<file path="src/rtl/lj_audio_rx.sv">
// lj_audio_rx: left-justified serial audio receiver, deserialises MSB-first stereo words into parallel pairs
module lj_audio_rx #(
    parameter int WIDTH       = 16,
    parameter int SYNC_STAGES = 2
) (
    input  logic             clk,
    input  logic             rst,
    input  logic             adc_lrck,
    input  logic             adc_bck,
    input  logic             adc_data,
    output logic             sample_valid,
    output logic [WIDTH-1:0] left_data,
    output logic [WIDTH-1:0] right_data,
    output logic             frame_err
);
    localparam int CW = $clog2(WIDTH + 2);
    localparam logic [CW-1:0] CNT_FULL = CW'(WIDTH);
    localparam logic [CW-1:0] CNT_SAT  = CW'(WIDTH + 1);

    logic lrck_s, bck_s, data_s;

    generate
        if (SYNC_STAGES == 0) begin : g_direct
            assign lrck_s = adc_lrck;
            assign bck_s  = adc_bck;
            assign data_s = adc_data;
        end else begin : g_sync
            logic [2:0] sync_q [SYNC_STAGES];
            // bring lrck/bck/data into the clk domain as one bundle so they stay aligned
            always_ff @(posedge clk or posedge rst) begin
                if (rst) begin
                    for (int k = 0; k < SYNC_STAGES; k++) sync_q[k] <= '0;
                end else begin
                    sync_q[0] <= {adc_lrck, adc_bck, adc_data};
                    for (int k = 1; k < SYNC_STAGES; k++) sync_q[k] <= sync_q[k-1];
                end
            end
            assign {lrck_s, bck_s, data_s} = sync_q[SYNC_STAGES-1];
        end
    endgenerate

    logic             bck_d_q, lrck_prev_q, synced_q, have_left_q;
    logic             lrck_prev_d, synced_d, have_left_d;
    logic [CW-1:0]    bit_cnt_q, bit_cnt_d;
    logic [WIDTH-1:0] word_q, word_d, left_hold_q, left_hold_d;
    logic [WIDTH-1:0] left_data_q, left_data_d, right_data_q, right_data_d;
    logic             sample_valid_q, sample_valid_d, frame_err_q, frame_err_d;
    logic             bck_rise, boundary, finalise, pair_done;

    assign bck_rise  = bck_s & ~bck_d_q;
    assign boundary  = bck_rise & (lrck_s != lrck_prev_q);
    assign finalise  = boundary & synced_q;
    assign pair_done = finalise & lrck_prev_q & have_left_q;

    // shift in word bits left-aligned; extra bits beyond WIDTH are dropped, count saturates
    always_comb begin
        word_d    = word_q;
        bit_cnt_d = bit_cnt_q;
        if (boundary) begin
            word_d    = {data_s, {(WIDTH-1){1'b0}}};
            bit_cnt_d = CW'(1);
        end else if (bck_rise) begin
            for (int i = 0; i < WIDTH; i++)
                if (bit_cnt_q < CNT_FULL && bit_cnt_q == CW'(WIDTH - 1 - i)) word_d[i] = data_s;
            if (bit_cnt_q != CNT_SAT) bit_cnt_d = bit_cnt_q + CW'(1);
        end
    end

    // at each channel change close the previous word: park a left word, pair it with the next right word
    always_comb begin
        lrck_prev_d    = boundary ? lrck_s : lrck_prev_q;
        synced_d       = synced_q | boundary;
        left_hold_d    = (finalise && !lrck_prev_q) ? word_q : left_hold_q;
        have_left_d    = finalise ? !lrck_prev_q : have_left_q;
        sample_valid_d = pair_done;
        left_data_d    = pair_done ? left_hold_q : left_data_q;
        right_data_d   = pair_done ? word_q : right_data_q;
        frame_err_d    = finalise & (bit_cnt_q != CNT_FULL);
    end

    // state and output registers
    always_ff @(posedge clk or posedge rst) begin
        if (rst) begin
            bck_d_q        <= 1'b0;
            lrck_prev_q    <= 1'b0;
            synced_q       <= 1'b0;
            have_left_q    <= 1'b0;
            bit_cnt_q      <= '0;
            word_q         <= '0;
            left_hold_q    <= '0;
            left_data_q    <= '0;
            right_data_q   <= '0;
            sample_valid_q <= 1'b0;
            frame_err_q    <= 1'b0;
        end else begin
            bck_d_q        <= bck_s;
            lrck_prev_q    <= lrck_prev_d;
            synced_q       <= synced_d;
            have_left_q    <= have_left_d;
            bit_cnt_q      <= bit_cnt_d;
            word_q         <= word_d;
            left_hold_q    <= left_hold_d;
            left_data_q    <= left_data_d;
            right_data_q   <= right_data_d;
            sample_valid_q <= sample_valid_d;
            frame_err_q    <= frame_err_d;
        end
    end

    assign sample_valid = sample_valid_q;
    assign left_data    = left_data_q;
    assign right_data   = right_data_q;
    assign frame_err    = frame_err_q;
endmodule

</file>
<file path="config.mk">
export PLATFORM = sky130hd
export DESIGN_NAME = lj_audio_rx
export DESIGN_NICKNAME = d
export VERILOG_FILES = /design/src/rtl/lj_audio_rx.sv
export SDC_FILE = /design/constraint.sdc
export NUM_CORES = 1
export LEC_CHECK = 0
export BUFFER_PORTS_ARGS = -buffer_cell sky130_fd_sc_hd__clkbuf_2
export CORE_MARGIN = 1.5
export CORE_UTILIZATION = 50
export DETAILED_ROUTE_END_ITERATION = 16
export PLACE_DENSITY_LB_ADDON = 0.15
export SETUP_SLACK_MARGIN = 0.4
export SLEW_MARGIN = 25
export SYNTH_ARGS = -nofsm -noshare
export SYNTH_HDL_FRONTEND = slang
export SYNTH_SLANG_ARGS = --single-unit
</file>
<file path="constraint.sdc">
create_clock -name clk -period 2.3 [get_ports clk]
set_clock_uncertainty 0.05 [all_clocks]
set_input_delay 0.23 -clock clk [delete_from_list [all_inputs] [get_ports clk]]
set_output_delay 0.23 -clock clk [all_outputs]
set_load 0.02 [all_outputs]
</file>
# After elaboration in Yosys (flattened, before gate mapping)
# Cells that the tools add are included.
[totals]
elab_cells = 131
ff_bits = 81
output_inout_bits = 34
[op_classes]
eq_ne = 18
n_bitwise = 8
n_reduce_logical = 54
muxes = 21
magnitude_cmp = 1
n_addsub = 1
[op_table]
columns = ["operator", "n"]
rows = [
  ["== test 5 x 4 -> 1 bit (second input constant)", 8],
  ["nonzero test 2 bit", 18],
  ["AND reduction 2 bit", 17],
  ["2-to-1 mux 16 bit", 2],
  ["== test 5 x 3 -> 1 bit (second input constant)", 4],
  ["logical AND 1 bit", 17],
  ["2-to-1 mux 1 bit", 16],
  ["2-to-1 mux 5 bit", 3],
  ["== test 5 x 2 -> 1 bit (second input constant)", 2],
  ["inequality test 5 bit (second input constant)", 2],
  ["AND 1 bit", 6],
  ["adder 5 x 1 -> 5 bit (second input constant)", 1],
  ["== test 5 x 1 -> 1 bit (second input constant)", 1],
  ["zero test 5 bit", 1],
  ["< comparator 5 bit (second input constant)", 1],
  ["zero test 1 bit", 1],
  ["inequality test 1 bit", 1],
  ["NOT 1 bit", 1],
  ["OR 1 bit", 1],
]

# Longest topological paths before layout
[depth]
ltp_word = 6
ltp_mapped = 6
mapped_depth_nobuf = 6

# Worst setup path before layout
# No wires, ideal clock.
[synth_path]
path_kind = "register to register"
startpoint = "register bit_cnt_q[0]"
endpoint = "register word_q[15]"
arrival_time_ns = 1.458
n_path_buf = 0
stages_incl_launch_ff = 6
setup_time_ns = 0.125
t_required_ns = 2.125
setup_slack_ns = 0.668
cell_sequence = "dfrtp_1 > inv_1 > ha_1 > nand4bb_1 > o32ai_1 > mux2_2"
[synth_via]
elab_chain_cells = 4
elab_cells_between_ends = 5
cone_classes = "order compare: 1; reduce/logical: 4"
[synth_lines]
columns = ["element", "line", "rtl"]
rows = [
  ["from (decl)", "44", "logic [CW-1:0] bit_cnt_q, bit_cnt_d;"],
  ["from (signal assigned)", "100", "bit_cnt_q <= bit_cnt_d;"],
  ["< comparator 5 bit or zero test 5 bit (tied branches)", "64", "if (bit_cnt_q < CNT_FULL && bit_cnt_q == CW'(WIDTH - 1 - i)) word_d[i] = data_s;"],
  ["logical AND 1 bit (*)", "64", ""],
  ["nonzero test 2 bit (no source line) (*)", "n/a", ""],
  ["AND reduction 2 bit (no source line) (*)", "n/a", ""],
  ["to (signal assigned)", "101", "word_q <= word_d;"],
  ["to (decl)", "45", "logic [WIDTH-1:0] word_q, word_d, left_hold_q, left_hold_d;"],
]
# Mark *: on every way between the ends. The rest lies on a longest branch, timed or not.
# A chain may end at the register's enable or synchronous reset.

# Worst setup path after layout
# Same ends and word-level chain as after synthesis.

==> results.md <==
* Run status: finished, final reports clean
* GPL Wtd Cong at 0.8590
* Ys flop type: dfrtp_1
* Routed vias at 1,965
* Mapped Cells at 237
* Library cells used by synthesis at 38
* Setup TNS at 0 ns
* Largest net degree at the start of global routing at 61
* Hold endpoint: g_sync.sync_q[2]$_DFF_PP0_
* Post-synthesis mux area share at 21.20%
* Gr ovfl total at 0
* Worst R2R Start: bit_cnt_q[0]$_DFFE_PP0P_
* Synth area leaders: dfrtp_1, mux2_2, mux2_4
* TritonCTS Sinks at between 80 and 90
* FFs w/ async S/R, synth at 100.0%
* Slew headroom at between 60% and 70%
* CP Max Fanout at 5
* Fraction of layout cells with a size suffix above 1 at 36.77%
* Clock-pin transition on the worst setup and hold timing paths at 0.08 ns
* Largest family of logic cells by synthesized area: multiplexers
* MaxCap Viol Count at 0
* ANT cells at 0
* Antenna Nets Post-Route at 0
* Pwr dens at 842.8 mW/mm^2
* Final wirelength at 5.730 mm
* Setup Crit Path Kind: register to register
* Yosys warns at 0
* Worst hold start: g_sync.sync_q[5]$_DFF_PP0_
* CTS tree: built
* Area leader, netlist: dfrtp_1
* Via/cell ratio at 5.340
* Setup bufs post-CTS at 0
* Syn avg cell area at 14.05 sq um
* Final Cell Area at 0.003884 sq mm
* Area of the core at about 0.0064 sq mm
* Die area at 0.007157 sq mm
* Hold Path Stages at 0
* Row count at 29
* Final setup viols at 0
* Reg2reg path depth at 5
* Simple-gate share of the synthesized area at 7.516%
* Final nets at 296
* First-pass DRT Iterations at 4
* Clock latency on the worst-skew pair at 0.35 ns
* Post-Place Cell Area at 0.003631 sq mm
* Post-synthesis cell area at approximately 0.0033 sq mm
* CP Data Required Time at 2.49 ns
* Hold Path Class: register to register
* RSZ-0062 raised after global routing: no
* DR DRC count at 0
* Synthesis-to-layout area growth at 16.65%
* CP Launch Type: register
* Htree depth at 3
* Post-Synth Adder-Cell Area at 1.879%
* Final period util at 76.73%
* Post-DP HPWL at 3.772 mm
* Cell with the most instances after synthesis: dfrtp_1
* Synth top area share at 60.88%
* Die height at between 80 and 90 um
* Root buf cell: clkbuf_8
* Final Slew Violations at 0
* Initial antenna violation count at 0
* Inserted Clock Buffers at 9
* Mapped Nets at 247
* R2R Setup Slk at around 0.54 ns
* Port bufs at 38
* Total GRT Usage at 17.78%
* Fraction of the yosys area taken by sequential cells at 60.88%
* Routed len/inst at between 15 and 20 um
* Worst-case clock buffer depth at 2
* Die W at 84.60 um
* Initial DRC Count at 152
* Flops & latches, synth at 81
* Synth cell count leaders: dfrtp_1, mux2_2, o21ai_0, nand3_1, mux2i_1
* EDFF count, synth at 0
* Vias in the first global route at 1,871
* Final Hold Fails at 0
* Worst-margin pin slew at 0.4811 ns
* Initial core utilization at 52.14%
* Max Clk Rate at 566.6 MHz
* Worst vdd ir at ~0.00062 V
* WP data arrival at 1.95 ns
* Min cycle time layout at 1.765 ns
* Synth Area in XOR/XNOR at less than 1%
* Setup crit end kind: register
* Static Leak at 2.002 nW
* Post-synthesis compound-gate area fraction at around 5.3%
* Top Ports at 39
* Worst r2r dst: word_q[15]$_DFFE_PP0P_
* First-pass GRT wire length at roughly 9.7 mm
## cell usage in the layout, fill, tap and decap left out, types with 3 or more instances in the layout
| master | Yosys | final |
|---|---|---|
| a21oi_1 | 6 | 6 |
| nand3_1 | 13 | 13 |
| mux2_2 | 31 | 31 |
| ha_1 | 5 | 5 |
| inv_1 | 7 | 6 |
| clkbuf_2 | 0 | 38 |
| mux2i_1 | 12 | 12 |
| mux2_1 | 9 | 9 |
| clkbuf_8 | 0 | 10 |
| nand2_1 | 4 | 4 |
| o21ai_0 | 15 | 15 |
| clkinvlp_4 | 0 | 3 |
| dlygate4sd3_1 | 0 | 4 |
| dfrtp_1 | 81 | 81 |
| mux2_4 | 9 | 9 |
| nand4_1 | 4 | 4 |
| buf_4 | 4 | 6 |
## registers in the layout, summed over array words and instances (netlist names)
name	count
have_left_q	1
left_data	16
sample_valid	1
frame_err	1
word_q	16
right_data	16
lrck_prev_q	1
bit_cnt_q	5
data_s	1
bck_s	1
g_sync.sync_q	4
synced_q	1
left_hold_q	16
bck_d_q	1
## critical path, cell delays in order, from the launching register on
cell and delay, ns:
dfrtp_1 0.44, inv_1 0.10, ha_1 0.25, nand4bb_1 0.22, o32ai_2 0.25, mux2_2 0.35
## cell type report
cell class / count / area, sq um
fill: 514 / 2502
multi-input combinational: 137 / 1210
timing repair buffer: 50 / 315.3
inverter: 7 / 30.03
tap: 77 / 96.34
clock buffer: 10 / 137.6
clock inverter: 6 / 67.56
sequential: 81 / 2027
## logic make-up after synthesis
group / after synthesis
AO/OA/AOI/OAI: 30
multiplexers: 61
buffers and inverters: 19
AND/OR/NAND/NOR: 40
XOR/XNOR: 1
adder cells (fa/ha/maj): 5
flip-flops: 81
## layer usage
layer / track usage (%) / wire length, um
met5: 0 / 0
met4: 9.824 / 151
met3: 4.031 / 202
met2: 24.53 / 2540
met1: 26.01 / 2835
## repair_timing
| item | in CTS | in global routing |
|---|---|---|
| gates resized for setup | 0 | 1 |
| endpoints found under the hold margin | 24 | 0 |
| hold buffers | 4 | 0 |
| endpoints found under the setup margin | 0 | 1 |
## through the flow
step                total power [mW]  setup WS (ns)  cells  utilization [%]  hold WS, ns
finish                         3.273         0.5352    368            60.82       0.3026
global placement               2.232         0.5655    348            56.86       0.2202
floorplan                      2.077         0.6677    237                -       0.2114
detailed placement             2.244         0.5254    348            56.86       0.2247
global route                   3.447         0.4106    368            60.82       0.3094
CTS                            3.310         0.5138    368            60.70       0.3035
## worst max-delay path by stage
| stage | endpoint | start | cells after the start | slack (ns) |
|---|---|---|---|---|
| floorplan | word_q[15]$_DFFE_PP0P_ | bit_cnt_q[0]$_DFFE_PP0P_ | 5 | 0.67 |
| global placement | word_q[15]$_DFFE_PP0P_ | bit_cnt_q[0]$_DFFE_PP0P_ | 5 | 0.57 |
| detailed placement | word_q[15]$_DFFE_PP0P_ | bit_cnt_q[0]$_DFFE_PP0P_ | 5 | 0.53 |
| CTS | word_q[15]$_DFFE_PP0P_ | bit_cnt_q[0]$_DFFE_PP0P_ | 5 | 0.51 |
| global route | word_q[15]$_DFFE_PP0P_ | bit_cnt_q[0]$_DFFE_PP0P_ | 5 | 0.41 |
| finish | word_q[15]$_DFFE_PP0P_ | bit_cnt_q[0]$_DFFE_PP0P_ | 5 | 0.54 |
## power by group
group / switching [mW] / leakage [nW] / internal [mW]
logic: 0.284 / 0.814 / 0.234
registers: 0.126 / 1.09 / 1.58
clock network: 0.519 / 0.0985 / 0.532
Note: power is estimated with default switching activity, not from simulation.
